[src/rtl/pattern_sequencer.sv]
// Training/validation sample source: writable sample memory split into two partitions,
// per-partition read cursors, epoch counter and learning rate. Define LR_DECAY_EN for lr halving.
module pattern_sequencer #(
  parameter int unsigned      NX      = 4,
  parameter int unsigned      BITS    = 16,
  parameter int unsigned      DEPTH   = 16,
  parameter int unsigned      NTRAIN  = 12,
  parameter logic [BITS-1:0]  LR_INIT = 'h0100,
  parameter int unsigned      LR_STEP = 4,
  parameter logic [BITS-1:0]  LR_MIN  = 'h0008
) (
  input  logic                       clk,
  input  logic                       rst_n,
  input  logic                       TR,
  input  logic                       VL,
  input  logic                       CLR,
  input  logic                       wr_en,
  input  logic [$clog2(DEPTH)-1:0]   wr_addr,
  input  logic [(NX+1)*BITS-1:0]     wr_data,
  output logic [NX*BITS-1:0]         x,
  output logic [BITS-1:0]            y,
  output logic                       out_valid,
  output logic                       out_mode,
  output logic                       vl_drop,
  output logic [BITS-1:0]            lr,
  output logic [BITS-1:0]            TRAIN,
  output logic [BITS-1:0]            VALID,
  output logic [BITS-1:0]            EPOCH
);

  localparam int unsigned AW   = $clog2(DEPTH);
  localparam int unsigned XW   = NX * BITS;
  localparam int unsigned WW   = (NX + 1) * BITS;
  localparam int unsigned NVAL = DEPTH - NTRAIN;

  logic [WW-1:0]   mem_q [DEPTH];

  logic [XW-1:0]   x_q,     x_d;
  logic [BITS-1:0] y_q,     y_d;
  logic            ov_q,    ov_d;
  logic            om_q,    om_d;
  logic            drop_q,  drop_d;
  logic            pend_q,  pend_d;
  logic [BITS-1:0] lr_q,    lr_d;
  logic [BITS-1:0] train_q, train_d;
  logic [BITS-1:0] valid_q, valid_d;
  logic [BITS-1:0] epoch_q, epoch_d;

  logic [AW-1:0]   tr_addr_c;
  logic [AW-1:0]   vl_addr_c;
  logic [WW-1:0]   tr_word_c;
  logic [WW-1:0]   vl_word_c;

`ifdef LR_DECAY_EN
  logic [BITS-1:0] epoch_inc_c;
  logic [BITS-1:0] lr_half_c;
  assign epoch_inc_c = epoch_q + BITS'(1);
  assign lr_half_c   = lr_q >> 1;
`else
  logic unused_params_c;
  assign unused_params_c = ^{LR_STEP, LR_MIN};
`endif

  assign tr_addr_c = AW'(train_q);
  assign vl_addr_c = AW'(NTRAIN) + AW'(valid_q);
  assign tr_word_c = mem_q[tr_addr_c];
  assign vl_word_c = mem_q[vl_addr_c];

  // Sample memory: no reset; a same-edge read sees the old word.
  always_ff @(posedge clk) begin
    if (wr_en) begin
      mem_q[wr_addr] <= wr_data;
    end
  end

  always_ff @(posedge clk or negedge rst_n) begin
    if (!rst_n) begin
      x_q     <= '0;
      y_q     <= '0;
      ov_q    <= 1'b0;
      om_q    <= 1'b0;
      drop_q  <= 1'b0;
      pend_q  <= 1'b0;
      lr_q    <= LR_INIT;
      train_q <= '0;
      valid_q <= '0;
      epoch_q <= '0;
    end else begin
      x_q     <= x_d;
      y_q     <= y_d;
      ov_q    <= ov_d;
      om_q    <= om_d;
      drop_q  <= drop_d;
      pend_q  <= pend_d;
      lr_q    <= lr_d;
      train_q <= train_d;
      valid_q <= valid_d;
      epoch_q <= epoch_d;
    end
  end

  // One service per cycle: CLR > TR > pending VL > new VL.
  always_comb begin
    x_d     = x_q;
    y_d     = y_q;
    ov_d    = 1'b0;
    om_d    = om_q;
    drop_d  = 1'b0;
    pend_d  = pend_q;
    lr_d    = lr_q;
    train_d = train_q;
    valid_d = valid_q;
    epoch_d = epoch_q;

    if (CLR) begin
      pend_d  = 1'b0;
      lr_d    = LR_INIT;
      train_d = '0;
      valid_d = '0;
      epoch_d = '0;
    end else if (TR) begin
      x_d  = tr_word_c[XW-1:0];
      y_d  = tr_word_c[WW-1:XW];
      om_d = 1'b0;
      ov_d = 1'b1;
      if (train_q == BITS'(NTRAIN - 1)) begin
        train_d = '0;
        if (epoch_q != '1) begin
          epoch_d = epoch_q + BITS'(1);
`ifdef LR_DECAY_EN
          if ((epoch_inc_c % BITS'(LR_STEP)) == '0) begin
            lr_d = (lr_half_c < LR_MIN) ? LR_MIN : lr_half_c;
          end
`endif
        end
      end else begin
        train_d = train_q + BITS'(1);
      end
      // A VL that cannot be parked in the single pending slot is lost.
      if (VL) begin
        if (pend_q) begin
          drop_d = 1'b1;
        end else begin
          pend_d = 1'b1;
        end
      end
    end else if (pend_q || VL) begin
      x_d  = vl_word_c[XW-1:0];
      y_d  = vl_word_c[WW-1:XW];
      om_d = 1'b1;
      ov_d = 1'b1;
      // Serving the pending request frees the slot for a same-edge VL.
      pend_d  = pend_q & VL;
      valid_d = (valid_q == BITS'(NVAL - 1)) ? '0 : valid_q + BITS'(1);
    end
  end

  assign x         = x_q;
  assign y         = y_q;
  assign out_valid = ov_q;
  assign out_mode  = om_q;
  assign vl_drop   = drop_q;
  assign lr        = lr_q;
  assign TRAIN     = train_q;
  assign VALID     = valid_q;
  assign EPOCH     = epoch_q;

endmodule
[config.mk]
export PLATFORM = sky130hd
export DESIGN_NAME = pattern_sequencer
export DESIGN_NICKNAME = d
export VERILOG_FILES = /design/src/rtl/pattern_sequencer.sv
export SDC_FILE = /design/constraint.sdc
export NUM_CORES = 2
export LEC_CHECK = 0
export CAP_MARGIN = 20
export CORE_MARGIN = 2
export CORE_UTILIZATION = 50
export DETAILED_ROUTE_END_ITERATION = 12
export PLACE_DENSITY = 0.69
export SKIP_CTS_REPAIR_TIMING = 1
export SYNTH_ARGS = -nofsm -noshare
export SYNTH_HDL_FRONTEND = slang
export SYNTH_SLANG_ARGS = --single-unit
[constraint.sdc]
create_clock -name clk -period 2.2 [get_ports clk]
set_input_delay 0.55 -clock clk [delete_from_list [all_inputs] [get_ports clk]]
set_output_delay 0.55 -clock clk [all_outputs]
set_load 0.02 [all_outputs]
=== Yosys cells after proc, flatten, opt, wreduce, memory -nomap -nowiden ===
Memory sizes are Yosys's and may differ from the RTL's.
Cells that the tools add are included.
W data, S select, Z words.

* Bitwise operators: 2
* Mux-type cells: 30
* Reduce and logical (&&, ||, !) cells: 11
* Eq/ne operators: 5
* $add $sub $neg: 4

{| class="wikitable"
|+ Operators by type and width
! operator !! count
|-
| $mux W16 || 13
|-
| $mux W64 || 2
|-
| $add A16 B1 Y16 const B || 3
|-
| $eq A16 B2 Y1 const B || 1
|-
| $eq A16 B4 Y1 const B || 1
|-
| $ne A16 B16 Y1 const B || 1
|-
| $mux W1 || 15
|-
| $reduce_bool A2 Y1 || 5
|-
| $reduce_and A2 Y1 || 3
|-
| $add A4 B4 Y4 const A || 1
|-
| $ne A3 B2 Y1 const B || 1
|-
| $reduce_and A3 Y1 || 1
|-
| $reduce_bool A3 Y1 || 1
|-
| $ne A2 B2 Y1 const B || 1
|-
| $and A1 B1 Y1 || 1
|-
| $logic_or A1 B1 Y1 || 1
|-
| $not A1 Y1 || 1
|}

* Flip-flop bits (word level): 132
* Logic and storage cells: 62
* Memories kept: 1
* RAM bits: 1280

{| class="wikitable"
|+ Memory list
! memory !! words !! bits a word !! read ports !! clocked after memory_dff !! wr ports !! line !! text
|-
| mem_q || 16 || 80 || 2 || 0 || 1 || 36 || <nowiki>logic [WW-1:0] mem_q [DEPTH];</nowiki>
|}

=== Depth between registers and ports, before layout ===
* Depth after elaboration: 5
* Mapped depth: 10
* Mapped depth without buffers: 7

=== Least setup slack after synthesis ===
No wires, ideal clock.

* Path kind: input -> register
* From: input wr_addr[2]
* To: memory mem_q[0][0] in the netlist's numbering, enable pin
* Setup time: 618 ps
* Path slack: -4903 ps
* Data required time: 1582 ps
* Stages: 2
* Data arrival time: 6486 ps
* Path buffers: 0
* Path through: or3b_2 nor3_1

{| class="wikitable"
|+ RTL lines
! element !! line !! text
|-
| start, declared || 18 || <nowiki>input logic [$clog2(DEPTH)-1:0] wr_addr,</nowiki>
|-
| end, declared || 36 ||
|}

Straight into the memory's write port.

=== Worst setup path in the final report ===
* From: register valid_q[0], in the netlist VALID[0]
* To: register x_q[0], in the netlist x[0]

* Cells in the longest elaborated chain, start to end: 4

{| class="wikitable"
|+ Ends and longest elaborated chain
! element !! line !! text
|-
| start, declared || 46 || <nowiki>logic [BITS-1:0] valid_q, valid_d;</nowiki>
|-
| start signal, assigned || 97 || <nowiki>valid_q <= valid_d;</nowiki>
|-
| $add A4 B4 Y4 || 65 || <nowiki>assign vl_addr_c = AW'(NTRAIN) + AW'(valid_q);</nowiki>
|-
| $mem_v2 Z16 W80 || -- ||
|-
| $mux W64 || 147 || <nowiki>end else if (pend_q || VL) begin</nowiki>
|-
| $mux W64 || 121 || <nowiki>end else if (TR) begin</nowiki>
|-
| end signal, assigned || 78 || <nowiki>x_q <= '0;</nowiki>
|-
| end signal, assigned || 89 || <nowiki>x_q <= x_d;</nowiki>
|-
| end, declared || 38 || <nowiki>logic [XW-1:0] x_q, x_d;</nowiki>
|}

Every way passes these cells. The select of a mux whose other input is x is not followed.
A chain may end at the register's enable or synchronous reset.

==> impl_results.md <==
- Status: finished with violations
- Violated checks: setup timing
- Worst-path clk slew: 0.06 ns
- Clock sinks: 1412
- Fillers: 8767
- DRC Markers: 0
- Synth area leaders: edfxtp_1 (60%), mux4_2 (17%), mux2_2 (5.6%)
- CTS tree: yes
- Critical path fanouts, max: 8
- Yosys cell types: 61
- Most instantiated cells after synthesis: edfxtp_1 (1280), mux4_2 (479), mux2_2 (322)
- Drt wl/cell: 30.96 um
- Seq/Total Area, Yosys: about two thirds
- Post-Syn Area: 0.06445 mm2
- RD Place Congestion: between 0.8 and 0.9
- Num ports: 237
- Nets: between 4000 and 5000
- I/O Buffers: 220
- Largest net degree at the start of global routing: 61
- Die H: 363.0 um
- Initial Utilization: 50.48%
- Slew Viols, Final: 0
- CP endpoint kind: flop
- Grt total ovfl: 0
- Overall Power: 62.06 mW
- Inserted Clock Buffers: 148
- Starting DRT DRC Count: 4827
- Max-slew headroom: 46.73%
- Clk_lat worst skew: 0.79 ns
- Cells along the critical path: buf_12, buf_16, buf_12, buf_16, buf_12, mux4_2, a22o_1, nor2_1, o221ai_1
- Setup CP Type: reg2reg
- Arr. time, crit path: 2.94 ns
- Worst Skew: ~0.027 ns
- Total negative setup slack: -1.248 ns
- Fin crit period: 2.319 ns
- DR vias: 38974
- Row count: 131
- CP required: 2.82 ns
- RSZ-0062 raised after global routing: yes
- Ys Warns: 0
- Final ANT Viol Nets: 0
- Vias in the first global route: 39051
- Synth Area per Inst: 18.34 um2
- Global-route wire length before repair: 258.1 mm
- CP most frequent cell: buf_12
- Endpoints failing hold: 0
- Final setup margin: -0.1188 ns
- Leakage Power: 27.38 nW
- Reg-to-Reg Start: VALID[0]$_DFFE_PN0P_
- Worst path slowest cell: dfrtp_4
- FF-to-FF End: x[0]$_DFFE_PN0P_
- Detailed placement HPWL: 112.5 mm
- CTS root buf: clkbuf_16
- Crit path depth: 9
- Period utilisation layout: 105.4%
- Synth area leader: edfxtp_1
- Fmax: 431.3 MHz
- Tot GR Track Use: 26.56%
- Startpoint Class: flop
- Ys flop type: edfxtp_1
- Max-Cap Viols: 0
- Hold Crit Class: in2async
- Reg2Reg Depth: 9
- Clock buffer depth: 3
- CP peak stage delay: 0.50 ns
- Vias per cell: 6.655
- Multi-input logic area: 0.02186 mm2
- Initial antenna violation count: 8
- Post-synth EDFFs: approximately 1300
- #FFs+latches synth: 1412
- Area Overhead vs Synth: 23.31%
- Total Wirelength: 181.3 mm
- Bufs and invs on worst path: 5
- PwrDens: 780.8 mW/mm2
- Asr flop ratio synth: 9.348%
- 1st-pass router iterations: 6
- Top delay family on crit path: buffers and inverters
- Finish-stage setup viols: 27
- Die Wd: ~360 um
- Layout cells sized above 1: 37.65%
- Maximum vdd ir drop: just over 0.8 mV
- Synth top area share: 59.64%
- Placeable core area: 0.1277 mm2
- Tightest Pin Transition: around 0.8 ns
- Htree depth: 4
- R2r setup slk: -0.12 ns
- Pre-CTS WS: -0.3100 ns
- DIE AREA: 0.1318 mm2
- Seq. cell area: roughly 0.042 mm2
- Count leader, synth: edfxtp_1
- Cells after Synth: 3514
per-layer routing:
metal | global-route usage (%) | share of wire, % | vias to the layer above
met2 | 42.68 | 48 | 2175
met5 | 0 | 0.036 | -
met1 | 37.59 | 40 | 20467
met4 | 7.209 | 2.5 | 10
li1 | - | - | 16014
met3 | 4.969 | 9.5 | 308
placed cells by master, fill, tap and decap left out, types with 88 or more instances in the layout:
cell,count
a22o_1,146
buf_12,172
buf_4,207
clkbuf_16,178
clkdlybuf4s50_1,88
dfrtp_1,123
dlymetal6s2s_1,124
edfxtp_1,1280
mux2_2,321
mux2i_1,93
mux4_2,479
nor2_1,183
o22ai_1,142
where the power goes:
group	internal (mW)	switching, mW
combinational	3.71	3.53
clock	13.7	10.5
sequential	30.1	0.567
registers in the layout, summed over array words and instances, names as in the netlist:
signal     cells
out_valid      1
vl_drop        1
pend_q         1
TRAIN         16
x             64
out_mode       1
EPOCH         16
VALID         16
mem_q       1280
y             16
cells by family (layout without fill, tap and decap cells):
kind of cell / Yosys count / after routing / share of synthesized area (%)
buffers and inverters: 291 / 954 / 2.225
adder cells (fa/ha/maj): 7 / 7 / 0.1359
multiplexers: 895 / 895 / 23.82
other: 2 / 19 / 0.01165
XOR/XNOR: 23 / 23 / 0.3125
flip-flops: 1412 / 1412 / 64.76
AND/OR/NAND/NOR: 351 / 351 / 2.528
AO/OA/AOI/OAI: 533 / 533 / 6.201
worst max path at each step:
stage | from | endpoint | slack [ns]
4_1_cts | TRAIN[0]$_DFFE_PN0N_ | TRAIN[0] | -0.64
2_1_floorplan | wr_addr[2] | mem_q[0][0]$_DFFE_PP_ | -1.20
5_1_grt | VALID[0]$_DFFE_PN0P_ | x[0]$_DFFE_PN0P_ | -0.16
6_report | VALID[0]$_DFFE_PN0P_ | x[0]$_DFFE_PN0P_ | -0.12
3_3_place_gp | wr_addr[3] | mem_q[3][3]$_DFFE_PP_ | -0.29
3_5_place_dp | CLR | x[8]$_DFFE_PN0P_ | -0.31
per-stage QoR:
step / cell area, um2 / hold WS (ns) / std cells / utilization, %
2_1_floorplan: 64690 / 0.2544 / 3528 / -
3_3_place_gp: 72440 / 0.3778 / 5476 / 56.73
3_5_place_dp: 72440 / 0.3763 / 5476 / 56.73
4_1_cts: 77080 / -0.4691 / 5747 / 60.37
5_1_grt: 79470 / 0.1301 / 5853 / 62.24
6_report: 79480 / 0.1516 / 5856 / 62.24
area by class of cell:
cell class	instances	share of cell area, %
clock buffer	202	5.161
tap	1662	2.617
multi-input combinational	1825	27.50
clock inverter	69	0.6848
inverter	5	0.02361
sequential	1412	52.55
antenna	3	0.009446
timing repair buffer	678	11.45
Note: power is estimated with default switching activity, not from simulation.
